$ cat config.mk
export PLATFORM = sky130hd
export DESIGN_NAME = umi_packet_splitter
export DESIGN_NICKNAME = d
export VERILOG_FILES = /design/src/rtl/umi_packet_splitter.sv
export SDC_FILE = /design/constraint.sdc
export NUM_CORES = 1
export LEC_CHECK = 0
export CORE_MARGIN = 10
export CORE_UTILIZATION = 55
export DETAILED_ROUTE_END_ITERATION = 8
export DONT_BUFFER_PORTS = 1
export PLACE_DENSITY_LB_ADDON = 0.3
export SLEW_MARGIN = 20
export SYNTH_ARGS = -nofsm -noshare
export SYNTH_HDL_FRONTEND = slang
export SYNTH_SLANG_ARGS = --single-unit
$ cat constraint.sdc
create_clock -name clk -period 4.7 [get_ports clk]
set_clock_uncertainty 0.1 [all_clocks]
set_input_delay 0.705 -clock clk [delete_from_list [all_inputs] [get_ports clk]]
set_output_delay 0.705 -clock clk [all_outputs]
set_load 0.005 [all_outputs]
$ cat src/rtl/umi_packet_splitter.sv
// umi_packet_splitter: upstream stage of the UMI data aggregator.
// Splits eligible UMI packets whose payload exceeds MAXB bytes into consecutive
// packets of at most MAXB bytes. All other traffic passes through unchanged.
// Optional feature macro: UMI_SPLITTER_STATS_EN adds the split_count output.
module umi_packet_splitter #(
    parameter int unsigned CW   = 32,
    parameter int unsigned AW   = 64,
    parameter int unsigned DW   = 64,
    parameter int unsigned MAXB = 4
) (
    input  logic          clk,
    input  logic          nreset,
    input  logic          umi_in_valid,
    input  logic [CW-1:0] umi_in_cmd,
    input  logic [AW-1:0] umi_in_dstaddr,
    input  logic [AW-1:0] umi_in_srcaddr,
    input  logic [DW-1:0] umi_in_data,
    output logic          umi_in_ready,
    output logic          umi_out_valid,
    output logic [CW-1:0] umi_out_cmd,
    output logic [AW-1:0] umi_out_dstaddr,
    output logic [AW-1:0] umi_out_srcaddr,
    output logic [DW-1:0] umi_out_data,
    input  logic          umi_out_ready
`ifdef UMI_SPLITTER_STATS_EN
    ,
    output logic [15:0]   split_count
`endif
);
    localparam int unsigned NB      = DW / 8;
    localparam int unsigned LGM     = $clog2(MAXB);
    localparam int unsigned EOM_BIT = 22;
    localparam int unsigned EX_BIT  = 24;

    localparam logic [4:0] OP_READ      = 5'h01;
    localparam logic [4:0] OP_WRITE     = 5'h03;
    localparam logic [4:0] OP_WRPOSTED  = 5'h05;
    localparam logic [4:0] OP_RDMA      = 5'h07;
    localparam logic [4:0] OP_RESP_READ = 5'h02;

    typedef enum logic {IDLE = 1'b0, BUSY = 1'b1} state_t;

    state_t        state;
    logic [1:0]    reset_sync;
    logic          reset_done;
    logic [CW-1:0] held_cmd;
    logic [DW-1:0] held_data;
    logic [8:0]    rem;
    logic [8:0]    cur_n;
    logic [15:0]   off;
    logic          last_chunk;
    logic          in_fire;
    logic          out_fire;

    logic [4:0]    in_op;
    logic [2:0]    in_size;
    logic [7:0]    in_len;
    logic [31:0]   in_total;
    logic          op_ok;
    logic          in_split;

    logic [CW-1:0] src_cmd;
    logic [DW-1:0] src_data;
    logic [8:0]    src_rem;
    logic [15:0]   src_off;
    logic [2:0]    src_size;
    logic [8:0]    epc;
    logic          nx_last;
    logic [8:0]    nx_n;
    logic [CW-1:0] nx_cmd;
    logic [DW-1:0] nx_data;

    // Shift the held payload down to the chunk offset and clear bytes past the chunk.
    function automatic logic [DW-1:0] chunk_data(input logic [DW-1:0] d,
                                                 input logic [15:0]   boff,
                                                 input logic [8:0]    n,
                                                 input logic [2:0]    size);
        logic [DW-1:0] s;
        logic [31:0]   nbytes;
        s      = d >> {boff, 3'b000};
        nbytes = 32'(n) << size;
        for (int unsigned i = 0; i < NB; i++) begin
            if (i >= nbytes) s[i*8 +: 8] = 8'h00;
        end
        return s;
    endfunction

    assign reset_done    = reset_sync[1];
    assign umi_out_valid = (state == BUSY);
    assign umi_in_ready  = reset_done & ((state == IDLE) | (umi_out_ready & last_chunk));
    assign in_fire       = umi_in_valid & umi_in_ready;
    assign out_fire      = umi_out_valid & umi_out_ready;

    // Decide at accept whether the incoming packet must be split.
    always_comb begin
        in_op    = umi_in_cmd[4:0];
        in_size  = umi_in_cmd[7:5];
        in_len   = umi_in_cmd[15:8];
        in_total = 32'({1'b0, in_len} + 9'd1) << in_size;
        op_ok    = (in_op == OP_READ) | (in_op == OP_WRITE) | (in_op == OP_WRPOSTED) |
                   (in_op == OP_RDMA) | (in_op == OP_RESP_READ);
        in_split = op_ok & ~umi_in_cmd[EX_BIT] & (32'(in_size) <= LGM) & (in_total > MAXB);
    end

    // Next chunk: first chunk of a new packet on accept, else the following chunk.
    always_comb begin
        src_cmd  = in_fire ? umi_in_cmd  : held_cmd;
        src_data = in_fire ? umi_in_data : held_data;
        src_rem  = in_fire ? (9'(in_len) + 9'd1) : (rem - cur_n);
        src_off  = in_fire ? 16'd0 : (off + 16'(MAXB));
        src_size = src_cmd[7:5];
        epc      = 9'(MAXB >> src_size);
        nx_last  = (src_rem <= epc);
        nx_n     = nx_last ? src_rem : epc;
        nx_cmd   = src_cmd;
        nx_cmd[15:8]    = 8'(nx_n - 9'd1);
        nx_cmd[EOM_BIT] = src_cmd[EOM_BIT] & nx_last;
        nx_data  = chunk_data(src_data, src_off, nx_n, src_size);
    end

    // Input ready is held low for two clocks after reset release.
    always_ff @(posedge clk or negedge nreset) begin
        if (!nreset) reset_sync <= 2'b00;
        else         reset_sync <= {reset_sync[0], 1'b1};
    end

    // Control FSM with registered output holding stage.
    always_ff @(posedge clk or negedge nreset) begin
        if (!nreset) begin
            state           <= IDLE;
            held_cmd        <= '0;
            held_data       <= '0;
            rem             <= '0;
            cur_n           <= '0;
            off             <= '0;
            last_chunk      <= 1'b0;
            umi_out_cmd     <= '0;
            umi_out_dstaddr <= '0;
            umi_out_srcaddr <= '0;
            umi_out_data    <= '0;
        end else begin
            case (state)
                IDLE: begin
                    if (in_fire) state <= BUSY;
                end
                BUSY: begin
                    if (out_fire && last_chunk && !in_fire) state <= IDLE;
                end
                default: state <= IDLE;
            endcase

            if (in_fire) begin
                held_cmd        <= umi_in_cmd;
                held_data       <= umi_in_data;
                umi_out_dstaddr <= umi_in_dstaddr;
                umi_out_srcaddr <= umi_in_srcaddr;
                off             <= '0;
                if (in_split) begin
                    rem          <= src_rem;
                    cur_n        <= nx_n;
                    last_chunk   <= nx_last;
                    umi_out_cmd  <= nx_cmd;
                    umi_out_data <= nx_data;
                end else begin
                    rem          <= '0;
                    cur_n        <= '0;
                    last_chunk   <= 1'b1;
                    umi_out_cmd  <= umi_in_cmd;
                    umi_out_data <= umi_in_data;
                end
            end else if (out_fire && !last_chunk) begin
                rem             <= src_rem;
                off             <= src_off;
                cur_n           <= nx_n;
                last_chunk      <= nx_last;
                umi_out_cmd     <= nx_cmd;
                umi_out_data    <= nx_data;
                umi_out_dstaddr <= umi_out_dstaddr + AW'(MAXB);
                umi_out_srcaddr <= umi_out_srcaddr + AW'(MAXB);
            end
        end
    end

`ifdef UMI_SPLITTER_STATS_EN
    // Count committed non-last chunks, saturating.
    always_ff @(posedge clk or negedge nreset) begin
        if (!nreset) split_count <= '0;
        else if (out_fire && !last_chunk && (split_count != 16'hFFFF))
            split_count <= split_count + 16'd1;
    end
`endif

endmodule

After elaboration in Yosys (flattened, before gate mapping)
Index checks and enable logic that the tools add are counted.
{"block": "totals", "ff_bits": 358, "latch_bits": 0, "ramBits": 0, "mem_bits_ro": 0, "input_bits": 228, "output_inout_bits": 226, "wordCells": 98, "n_memories": 0}
{"block": "op_classes", "add_sub_neg": 7, "n_mul": 0, "div_mod_pow": 0, "order_cmp": 11, "n_eq_ne": 5, "n_shift": 4, "muxes": 37, "bitwise_logic": 15, "reduce_logical": 6}
{"operator": "64-bit two-way mux", "count": 8}
{"operator": "64-bit by 3-bit adder with 64-bit output (second input constant)", "count": 2}
{"operator": "3-bit by 32-bit greater-or-equal comparator with 1-bit output (first input constant)", "count": 4}
{"operator": "32-bit two-way mux", "count": 4}
{"operator": "9-bit two-way mux", "count": 8}
{"operator": "1-bit by 32-bit greater-or-equal comparator with 1-bit output (first input constant)", "count": 2}
{"operator": "2-bit by 32-bit greater-or-equal comparator with 1-bit output (first input constant)", "count": 2}
{"operator": "8-bit two-way mux", "count": 8}
{"operator": "9-bit by 3-bit left shift with 32-bit output", "count": 2}
{"operator": "64-bit by 19-bit right shift with 64-bit output", "count": 1}
{"operator": "16-bit two-way mux", "count": 3}
{"operator": "32-bit by 3-bit greater-than comparator with 1-bit output (second input constant)", "count": 1}
{"operator": "8-bit by 1-bit adder with 9-bit output (second input constant)", "count": 2}
{"operator": "16-bit by 3-bit adder with 16-bit output (second input constant)", "count": 1}
{"operator": "5-bit by 2-bit == test with 1-bit output (second input constant)", "count": 2}
{"operator": "5-bit by 3-bit == test with 1-bit output (second input constant)", "count": 2}
{"operator": "9-bit <= comparator", "count": 1}
{"operator": "3-bit by 3-bit right shift with 9-bit output (first input constant)", "count": 1}
{"operator": "9-bit subtractor", "count": 1}
{"operator": "1-bit bitwise AND", "count": 8}
{"operator": "8-bit by 1-bit subtractor with 8-bit output (second input constant)", "count": 1}
{"operator": "5-bit by 1-bit == test with 1-bit output (second input constant)", "count": 1}
{"operator": "1-bit two-way mux", "count": 5}
{"operator": "1-bit OR", "count": 5}
{"operator": "6 further kinds", "count": 10}

Logic depth before layout (Yosys ltp)
{"block": "logic_depth", "ltp_word": 13, "ltp_mapped": 19, "mapped_depth_nobuf": 17}

Worst setup path after synthesis
No wires, ideal clock.
{"block": "synth_path", "kind": "input to register", "startpoint": "input port umi_in_valid", "endpoint": "register umi_out_cmd[10]", "setup_ps": 122, "t_arrival_ps": 4119, "required_ps": 4478, "path_slack_ps": 360, "stages": 19, "n_path_buf": 2, "path_cell_list": "and2_1 -> clkbuf_1 -> nand2_1 -> buf_2 -> a21oi_1 -> nand2_1 -> nor2_1 -> inv_1 -> ha_1 -> nor2b_1 -> o21a_1 -> o21ai_0 -> o2111a_1 -> nand2_1 -> a21oi_1 -> ha_1 -> nand3_1 -> mux2_2 -> a32o_1"}
{"block": "synth_between", "elab_chain_len": 8, "word_cells_on_any_way": 11, "classes_between": "add/sub (1); order compare (1); shift (1); mux (6); bitwise (1); reduce/logical (1)"}
{"element": "start, declared", "line": "13", "source": "input logic umi_in_valid,"}
{"element": "1-bit bitwise AND (*)", "line": "91", "source": "assign in_fire = umi_in_valid & umi_in_ready;"}
{"element": "32-bit two-way mux"}
{"element": "3-bit by 3-bit right shift with 9-bit output", "line": "112", "source": "epc = 9'(MAXB >> src_size);"}
{"element": "9-bit <= comparator", "line": "113", "source": "nx_last = (src_rem <= epc);"}
{"element": "9-bit two-way mux", "line": "114", "source": "nx_n = nx_last ? src_rem : epc;"}
{"element": "8-bit by 1-bit subtractor with 8-bit output", "line": "116", "source": "nx_cmd[15:8] = 8'(nx_n - 9'd1);"}
{"element": "32-bit two-way mux (on tied branches)", "line": "171, 158"}
{"element": "32-bit two-way mux", "line": "152", "source": "if (in_fire) begin"}
{"element": "end signal, assigned", "line": "162", "source": "umi_out_cmd <= nx_cmd;"}
{"element": "end signal, assigned", "line": "168", "source": "umi_out_cmd <= umi_in_cmd;"}
{"element": "end signal, assigned", "line": "176", "source": "umi_out_cmd <= nx_cmd;"}
{"element": "end, declared", "line": "20", "source": "output logic [CW-1:0] umi_out_cmd,"}
Mark *: on every way between the ends. The rest lies on a longest branch, timed or not. The select of a mux whose other input is x is not followed.
A chain may end at the register's enable or synchronous reset.

Worst setup path in the final report
{"block": "layout_path", "startpoint": "register rem[0]", "endpoint": "register umi_out_cmd[10]"}
{"block": "layout_between", "elab_chain_len": 7, "word_cells_on_any_way": 8, "classes_between": "add/sub (2); order compare (1); mux (5)"}
{"element": "start, declared", "line": "48", "source": "logic [8:0] rem;"}
{"element": "start signal, assigned", "line": "159", "source": "rem <= src_rem;"}
{"element": "start signal, assigned", "line": "172", "source": "rem <= src_rem;"}
{"element": "9-bit subtractor (*)", "line": "109", "source": "src_rem = in_fire ? (9'(in_len) + 9'd1) : (rem - cur_n);"}
{"element": "9-bit two-way mux (*)", "line": "109"}
{"element": "9-bit <= comparator", "line": "113"}
{"element": "9-bit two-way mux (*)", "line": "114"}
{"element": "8-bit by 1-bit subtractor with 8-bit output (*)", "line": "116"}
{"element": "32-bit two-way mux (on tied branches)", "line": "171, 158"}
{"element": "32-bit two-way mux (*)", "line": "152"}
Marked as above.

==> results.cfg <==
[sta]
fmax_mhz = 238.0
finalSetupViolations = 0
min_period_ns = 4.201
fin_tns_setup_ns = 0
finalCritPeriodShare_pct = 89.39
setup_slack_ns = 0.4985
worstMarginPinSlew_ns = 1.533
hold_violations = 211
whs_ns = -0.2404
drv_slew = 51
slew_headroom_pct = -2.219
rsz0062_at_grt = false

[layout]
fin_area_mm2 = 0.02217
multi_input_area_mm2 = 0.01063
layout.nets = 2609
area_delta_synth_final_pct = 9.727
utilization_pct = 60.86
instances_no_fill = 2869
seqCellArea_mm2 = 0.008758
fillers = 3214
final_layout_size_suffix_gt1_share_pct = 8.145

[global_routing]
grt_use_met1_pct = 39.71
grtUsageTotal_pct = 33.46
grt_max_degree = 351
busiest_layer = met2
use_met2_pct = 53.44
grt-ovfl-total = 0
antenna_found_initial = 6
first_global_vias = 18670
gr-usage-met3_pct = 9.908
grt_pass1_wl_um = 116700

[place]
place_ws_ns = 0.3859
io_buffers = 0
hpwl_um = 56000
dp_cells = 2789
dpl_cell_area_mm2 = 0.02066
routabilityCongestion = 0.9726

[run]
drv_cap = 0

[logic_synthesis]
synth.avg_cell_area_um2 = 8.320
yosysMostFrequentCell = nand2_1
yosysSeqAreaShare_pct = 43.34
synth-seq-cells = 350
syn_area_mm2 = 0.02021
synthCells = 2429
synth_warnings = 0
yosysTopAreaCellShare_pct = 43.34
synth_cell_types = 88
ys_top_cells_by_count = 451 x nand2_1, 350 x dfrtp_1, 212 x nor2_1
synth_top_area_cell = dfrtp_1
synthTopCellsByArea = dfrtp_1 43%, nand2_1 8.4%, o21ai_0 4.9%, a21oi_1 4.0%, nor2_1 3.9%
synth-edff-count = 0
synth.net_count = 2674
ys.flop_type = dfrtp_1
async_reset_ff_share_pct = 100.0

[clock_network]
cts-buffers-inserted = 40
clkTransAtPathRegs_ns = 0.06
clkSinkCount = 350
cts_max_level = 2
clockRootBuffer = clkbuf_16
clockBufferDepth = 3
cts_tree = built
worstSkewPairLatency_ns = 0.57

[routing]
wl_per_cell_um = 27.30
wirelength_um = 78320
dr.pass1.iters = 6
vias = 19670
via_per_inst = 6.855
drt_iter0_drc = 2278
ant_nets = 0
drc = 0

[power_and_ir_drop]
power.total_mw = 11.13
power_leakage_nw = 9.469
power_density_mw_per_mm2 = 501.8
vdd_drop_max_uv = 289.5

[setup_path]
crit_fanout = 5
critPathTopFamily = adder cells
crit_chain = inv_1 > ha_1 > fa_1 > xor2_1 > o21ai_0 > ha_1 > o21a_1 > o21ai_0 > o2111a_1 > nand2_1 > mux2i_1 > ha_1 > nand3_1 > mux2_2 > a32o_1
cp.arrival_ns = 4.54
path_common_cell = ha_1
start_kind = flop
cp-end-kind = flop
cp_num_buf_inv = 1
worst_ep_required_time_ns = 5.04
crit_path_top_delay_cell = fa_1
critPathKind = flop to flop
slowest_delay_ns = 0.44

[status]
violations = hold timing, slew limit
outcome = finished with violations

[floorplanning]
rows = 70
die_width_um = 211.7
core_area_mm2 = 0.03643
start_util_pct = 55.46
die_area_mm2 = 0.04481
die_y_um = 211.7
pin_count = 454

[min_path]
hp-class = input pin to asynchronous set/reset pin
## flip-flops by register name, summed over array words and instances, names as in the netlist
register and count:
cur_n 9, umi_out_srcaddr 64, umi_out_cmd 32, reset_sync 2, umi_out_valid 1, off 16
rem 9, umi_out_dstaddr 64, held_cmd 24, umi_out_data 64, held_data 64, last_chunk 1
## worst paths after layout
| kind | from | slack [ns] | cells past startpoint | end |
|---|---|---|---|---|
| max | rem[0] | 0.50 | 15 | umi_out_cmd[10] |
| min | nreset | -0.24 | 0 | umi_out_srcaddr[0] |
| max reg2reg | rem[0] | 0.50 | 15 | umi_out_cmd[10] |
| min reg2reg | reset_sync[0] | 0.25 | 0 | reset_sync[1] |
| max in group asynchronous | nreset | 3.53 | 0 | off[14] |
| min in group clk | umi_in_dstaddr[30] | 0.15 | 2 | umi_out_dstaddr[30] |
## per-layer routing
metal | share of wire, % | vias to the layer above
met4 | 5.7 | 6
met1 | 37 | 9591
li1 | - | 8698
met2 | 47 | 1126
met5 | 0.063 | -
met3 | 11 | 246
## cell families (layout without fill, tap and decap cells)
family | Yosys count | count (layout) | share of synthesized area [%]
flip-flops | 350 | 350 | 43.34
AO/OA/AOI/OAI | 702 | 702 | 22.51
XOR/XNOR | 45 | 45 | 1.988
other | 1 | 8 | 0.01856
adder cells (fa/ha/maj) | 17 | 17 | 1.090
buffers and inverters | 226 | 191 | 4.439
AND/OR/NAND/NOR | 1026 | 1026 | 23.37
multiplexers | 62 | 62 | 3.238
## report_power, final
group / switching (mW) / internal (mW)
registers: 1.04 / 3.73
logic: 1.75 / 1.11
clock network: 1.33 / 2.18
## layout make-up
type | instances | share of cell area, %
Tap cell | 468 | 2.641
Multi-Input combinational cell | 1853 | 47.92
Antenna cell | 7 | 0.07900
Clock buffer | 53 | 5.236
Clock inverter | 19 | 1.366
Inverter | 61 | 1.033
Sequential cell | 350 | 39.50
Timing Repair Buffer | 58 | 2.223
## cells in the final DEF, fill, tap and decap left out, types with 44 or more instances in the layout
master     n
a21oi_1  160
a31oi_1   74
buf_4     54
dfrtp_1  350
inv_1     59
mux2i_1   44
nand2_1  449
nand3_1  107
nor2_1   209
nor3_1    57
o21ai_0  195
## worst reg2reg max path, stage by stage, from the launching register on
cell      delay, ns
dfrtp_1        0.35
inv_1          0.05
ha_1           0.23
fa_1           0.44
xor2_1         0.39
o21ai_0        0.19
ha_1           0.35
o21a_1         0.11
o21ai_0        0.31
o2111a_1       0.26
nand2_1        0.17
mux2i_1        0.27
ha_1           0.26
nand3_1        0.09
mux2_2         0.28
a32o_1         0.24
## repair_timing
item,4_1_cts,5_1_grt
gates resized for setup,0,0
endpoints found under the setup margin,0,0
setup buffers,0,0
endpoints found under the hold margin,350,350
Power figures use the tool's default switching activity.
